--- config.mk ---
export PLATFORM = sky130hd
export DESIGN_NAME = apb_led_pattern_driver
export DESIGN_NICKNAME = d
export VERILOG_FILES = /design/src/rtl/led_ctrl_pkg.sv /design/src/rtl/led_tick_gen.sv /design/src/rtl/apb_led_pattern_driver.sv
export SDC_FILE = /design/constraint.sdc
export NUM_CORES = 1
export LEC_CHECK = 0
export CORE_MARGIN = 2
export CORE_UTILIZATION = 30
export CTS_BUF_LIST = sky130_fd_sc_hd__clkbuf_8
export DETAILED_ROUTE_END_ITERATION = 16
export PLACE_DENSITY = 0.52
export SYNTH_ARGS = -nofsm -noshare
export SYNTH_HDL_FRONTEND = slang
export SYNTH_SLANG_ARGS = --single-unit
--- constraint.sdc ---
create_clock -name PCLK -period 6.05 [get_ports PCLK]
set_input_delay 1.21 -clock PCLK [delete_from_list [all_inputs] [get_ports PCLK]]
set_output_delay 1.21 -clock PCLK [all_outputs]
set_load 0.03 [all_outputs]
--- src/rtl/led_ctrl_pkg.sv ---
// Shared field layout, mode encodings and constants for the LED pattern driver.
package led_ctrl_pkg;

  localparam int NUM_LEDS   = 4;
  localparam int CFG_W      = 16;
  localparam int PWM_PERIOD = 15;
  localparam logic [NUM_LEDS-1:0] POS_RESET = 4'b0001;

  localparam int MASK_LSB = 0;
  localparam int MASK_MSB = 3;
  localparam int MODE_LSB = 4;
  localparam int MODE_MSB = 5;
  localparam int RSV_LSB  = 6;
  localparam int RSV_MSB  = 7;
  localparam int DUTY_LSB = 8;
  localparam int DUTY_MSB = 11;
  localparam int RATE_LSB = 12;
  localparam int RATE_MSB = 15;

  typedef enum logic [1:0] {
    MODE_STATIC  = 2'b00,
    MODE_BLINK   = 2'b01,
    MODE_BREATHE = 2'b10,
    MODE_CHASE   = 2'b11
  } led_mode_e;

  typedef enum logic {DIR_UP = 1'b0, DIR_DOWN = 1'b1} led_dir_e;

  // Field order mirrors the control word, LSB last.
  typedef struct packed {
    logic [3:0]          rate;
    logic [3:0]          duty;
    logic [1:0]          rsv;
    led_mode_e           mode;
    logic [NUM_LEDS-1:0] mask;
  } led_cfg_t;

  // Reserved bits are captured but never restart the pattern.
  function automatic logic cfg_restart(led_cfg_t a, led_cfg_t b);
    return {a.rate, a.duty, a.mode, a.mask} != {b.rate, b.duty, b.mode, b.mask};
  endfunction

endpackage

--- src/rtl/led_tick_gen.sv ---
// Prescaler to base tick, then a rate-programmable divider to the pattern step tick.
module led_tick_gen #(
  parameter int PRESCALE = 50000,
  parameter int PS_W     = 16
) (
  input  logic       PCLK,
  input  logic       PRESETn,
  input  logic       restart,
  input  logic [3:0] rate,
  output logic       base_tick,
  output logic       step_tick
);

  logic [PS_W-1:0] pre_cnt;
  logic [3:0]      step_cnt;

  assign base_tick = (pre_cnt == PS_W'(PRESCALE - 1)) && !restart;
  assign step_tick = base_tick && (step_cnt >= rate);

  always_ff @(posedge PCLK or negedge PRESETn) begin
    if (!PRESETn) begin
      pre_cnt  <= '0;
      step_cnt <= '0;
    end else if (restart) begin
      pre_cnt  <= '0;
      step_cnt <= '0;
    end else begin
      pre_cnt <= base_tick ? '0 : pre_cnt + 1'b1;
      if (step_tick)      step_cnt <= '0;
      else if (base_tick) step_cnt <= step_cnt + 4'd1;
    end
  end

endmodule

--- src/rtl/apb_led_pattern_driver.sv ---
// Turns the latched LED control word into PWM-dimmed static, blink, breathe or chase drive.
module apb_led_pattern_driver
  import led_ctrl_pkg::*;
#(
  parameter int PRESCALE = 50000,
  parameter int PS_W     = 16
) (
  input  logic                PCLK,
  input  logic                PRESETn,
  input  logic [31:0]         ledNumIn,
  output logic [NUM_LEDS-1:0] ledNumOut,
  output logic                ledBusy
);

  led_cfg_t            cfg_in, cfg_q;
  logic                restart, base_tick, step_tick;
  logic [3:0]          pwm_cnt, level;
  logic                phase, pwm_on, breath_on;
  led_dir_e            dir;
  logic [NUM_LEDS-1:0] pos, raw;
  logic                unused_hi;

  assign cfg_in    = led_cfg_t'(ledNumIn[CFG_W-1:0]);
  assign unused_hi = ^ledNumIn[31:CFG_W];
  assign restart   = cfg_restart(cfg_in, cfg_q);

  always_ff @(posedge PCLK or negedge PRESETn) begin
    if (!PRESETn)             cfg_q <= '0;
    else if (cfg_in != cfg_q) cfg_q <= cfg_in;
  end

  led_tick_gen #(.PRESCALE(PRESCALE), .PS_W(PS_W)) u_tick (
    .PCLK      (PCLK),
    .PRESETn   (PRESETn),
    .restart   (restart),
    .rate      (cfg_q.rate),
    .base_tick (base_tick),
    .step_tick (step_tick)
  );

  // PWM is free-running so a restart never shifts the dimming phase.
  always_ff @(posedge PCLK or negedge PRESETn) begin
    if (!PRESETn)                             pwm_cnt <= '0;
    else if (pwm_cnt == 4'(PWM_PERIOD - 1))   pwm_cnt <= '0;
    else                                      pwm_cnt <= pwm_cnt + 4'd1;
  end

  always_ff @(posedge PCLK or negedge PRESETn) begin
    if (!PRESETn) begin
      phase <= 1'b1;
      level <= '0;
      dir   <= DIR_UP;
      pos   <= POS_RESET;
    end else if (restart) begin
      phase <= 1'b1;
      level <= '0;
      dir   <= DIR_UP;
      pos   <= POS_RESET;
    end else if (step_tick) begin
      phase <= ~phase;
      pos   <= {pos[NUM_LEDS-2:0], pos[NUM_LEDS-1]};
      // Flip direction as the endpoint is entered so each endpoint lasts one step.
      if (dir == DIR_UP) begin
        level <= level + 4'd1;
        if (level == 4'd14) dir <= DIR_DOWN;
      end else begin
        level <= level - 4'd1;
        if (level == 4'd1) dir <= DIR_UP;
      end
    end
  end

  assign pwm_on    = pwm_cnt < cfg_q.duty;
  assign breath_on = pwm_cnt < level;

  always_comb begin
    raw = '0;
    case (cfg_q.mode)
      MODE_STATIC:  raw = cfg_q.mask & {NUM_LEDS{pwm_on}};
      MODE_BLINK:   raw = cfg_q.mask & {NUM_LEDS{pwm_on & phase}};
      MODE_BREATHE: raw = cfg_q.mask & {NUM_LEDS{breath_on}};
      MODE_CHASE:   raw = cfg_q.mask & pos & {NUM_LEDS{pwm_on}};
      default:      raw = '0;
    endcase
  end

  always_ff @(posedge PCLK or negedge PRESETn) begin
    if (!PRESETn) begin
      ledNumOut <= '0;
      ledBusy   <= 1'b0;
    end else begin
      ledNumOut <= raw;
      ledBusy   <= (cfg_q.mode != MODE_STATIC) && (|cfg_q.mask);
    end
  end

endmodule

==> reports/results.tsv <==
metric	value	unit
max-cap-violations	0	
drv_slew	0	
post_cts_buffers	0	
routed_wl	4.943	mm
critical-path-top-delay-family	simple AND/OR/NAND/NOR gates	
grt_max_degree	54	
path_max_fanout	16	
setup_viol	0	
die_area	10060	um2
status	complete, no violations	
startpoint_type	primary input	
yosysWarnings	0	
avgViaCountPerCell	4.588	
synth_xor_xnor_area_share	10.39	%
place_inst	383	
synth.area.mux_share	1.799	%
yosysSeqAreaShare	47.77	%
endpoint_kind	register	
finalPower	0.0006206	W
die_w	100.3	um
seq_area	1329	um2
final_cell_mix	dfrtp_1 (51), nor2_1 (31), xor2_1 (24)	
die_h	100.3	um
finalHoldViolations	0	
h-tree-depth	2	
syn-num-nets	321	
clock_sinks	53	
cts-root-buf	clkbuf_8	
overflow	0	
peakVddDrop	0.08741	mV
final_common_cell	dfrtp_1	
route.detailed.drc	0	
pin_count	39	
grt_pass1_vias	1714	
synth_top_family_by_area	simple AND/OR/NAND/NOR gates	
finalCritPeriodShare	50.72	%
synthAdderAreaFrac	8.547	%
cts_tree	built	
cts_buffers	5	
synth-compound-area-share	9.087	%
finalHoldWorstSlack	0.5013	ns
drt-initial-drc-count	43	
grt_usage	10.47	%
finClkSkew	0.006162	ns
wl_per_cell	12.64	um
ant_nets	0	
synthCells	268	
vias	1794	
required	6.28	ns
synth-edff-count	0	
arrival	3.30	ns
finalWorstSetupSlack	2.981	ns
start_util	30.54	%
num_rows	35	
synth_ff_type	dfrtp_1	
tightest_slew	0.8343	ns
worstPathCellList	clkdlybuf4s50_1 > xor2_1 > nor4_1 > nand4_1 > buf_4 > nand2b_1 > nor2_1	
synth.avg_cell_area	10.38	um2
slowest_delay	0.48	ns
cts_buffer_depth	2	
diodes	0	
cts_resized	0	
hold_path_class	register to register	
setup_tns	0	ns
path_class	primary input to register	
preCtsSetupSlack	2.606	ns
hpwl	3.505	mm
leakage	1.289	nW
grt_pass1_wl	8.397	mm
clk_pin_slew_worst_paths	0.10	ns
slowest_stage	nor4_1	
ctsHoldBuffers	0	
period_minus_slack	3.069	ns
ys_async_sr_fraction	100.0	%
num-nets-final	332	
rsz0062_at_grt	no	
power_density	197.6	nW/um2
core	9109	um2
synth-simple-area-share	17.23	%
netlist_area	2781	um2
area_growth	12.91	%
path_buf_inv	2	
clock_latency	0.30	ns
place_congestion	0.7584	
fill_cells	929	
multiInputGateArea	1309	um2
antenna_found_initial	0	
place.port_buffers	20	
fmax	325.9	MHz
slew_headroom	44.08	%
ys_ff_latch	53	
fin_cells	391	
drive_above_1_share	7.857	%
ys_types	41	
drt-pass1-iter-count	4	
==> path summary, 6_finish.rpt <==
path	from	endpoint	slack [ns]	depth (start not counted)
max	ledNumIn[15]	u_tick.pre_cnt[4]	2.98	7
min	u_tick.pre_cnt[0]	u_tick.pre_cnt[0]	0.50	1
max reg2reg	u_tick.pre_cnt[0]	dir	3.70	6
min reg2reg	u_tick.pre_cnt[0]	u_tick.pre_cnt[0]	0.50	1
max in group asynchronous	PRESETn	u_tick.pre_cnt[6]	4.58	2
min in group asynchronous	PRESETn	ledBusy	1.02	2
==> flip-flops by register name, summed over array words and instances (netlist names) <==
signal           flops
phase                1
level                4
u_tick.step_cnt      4
cfg_q               14
ledNumOut            4
dir                  1
u_tick.pre_cnt      16
pwm_cnt              4
ledBusy              1
pos                  4
==> power breakdown <==
group	internal [W]	total [W]	switching (W)
clock network	0.0000803	0.000199	0.000119
registers	0.000361	0.000367	0.00000543
logic	0.0000250	0.0000543	0.0000294
==> cells by family after synthesis <==
family                   count (synthesis)
AND/OR/NAND/NOR                         88
XOR/XNOR                                33
AO/OA/AOI/OAI                           34
multiplexers                             5
adder cells (fa/ha/maj)                 19
flip-flops                              53
buffers and inverters                   36
==> metal layers <==
| metal | part of all wire (%) | up-vias | global-route usage, % |
|---|---|---|---|
| met4 | 2.3 | 0 | 4.426 |
| met3 | 2.3 | 7 | 2.159 |
| li1 | - | 914 | - |
| met2 | 46 | 20 | 16.37 |
| met1 | 49 | 853 | 14.09 |
| met5 | 0 | - | 0 |
==> through the flow <==
step | util, % | area [um2]
floorplan | - | 2781
global placement | 33.53 | 3054
detailed placement | 33.53 | 3054
CTS | 34.48 | 3141
global route | 34.48 | 3141
finish | 34.48 | 3141
==> cells in the mapped netlist, drive strengths merged (2+ instances only) <==
cell type | count | area share, %
a31oi | 2 | 0.45
inv | 18 | 2.4
dfstp | 2 | 1.9
mux2i | 5 | 1.8
nand4 | 3 | 0.67
nor3 | 3 | 0.72
nand3 | 9 | 1.6
nand2 | 17 | 2.3
nand2b | 8 | 2.1
o22ai | 4 | 0.90
clkbuf | 16 | 2.2
nor4 | 5 | 1.1
xor2 | 24 | 7.6
dfrtp | 51 | 46
o211ai | 4 | 1.1
or3 | 2 | 0.45
nor2b | 3 | 0.67
and4bb | 2 | 0.90
o21a | 4 | 1.1
a2111oi | 2 | 1.5
o21ai | 6 | 1.1
a21o | 2 | 0.54
nor2 | 31 | 4.2
xnor2 | 9 | 2.8
buf | 2 | 0.58
a21oi | 5 | 0.90
ha | 19 | 8.5
==> layout make-up <==
cell class,instances,share of cell area [%]
clock buffers,5,2.191
clock inverters,3,0.5578
inverters,18,2.151
multi-input cells,179,41.67
flip-flops and latches,53,42.31
well taps,111,4.422
repair buffers,22,6.693
(Power assumes the default switching activity.)
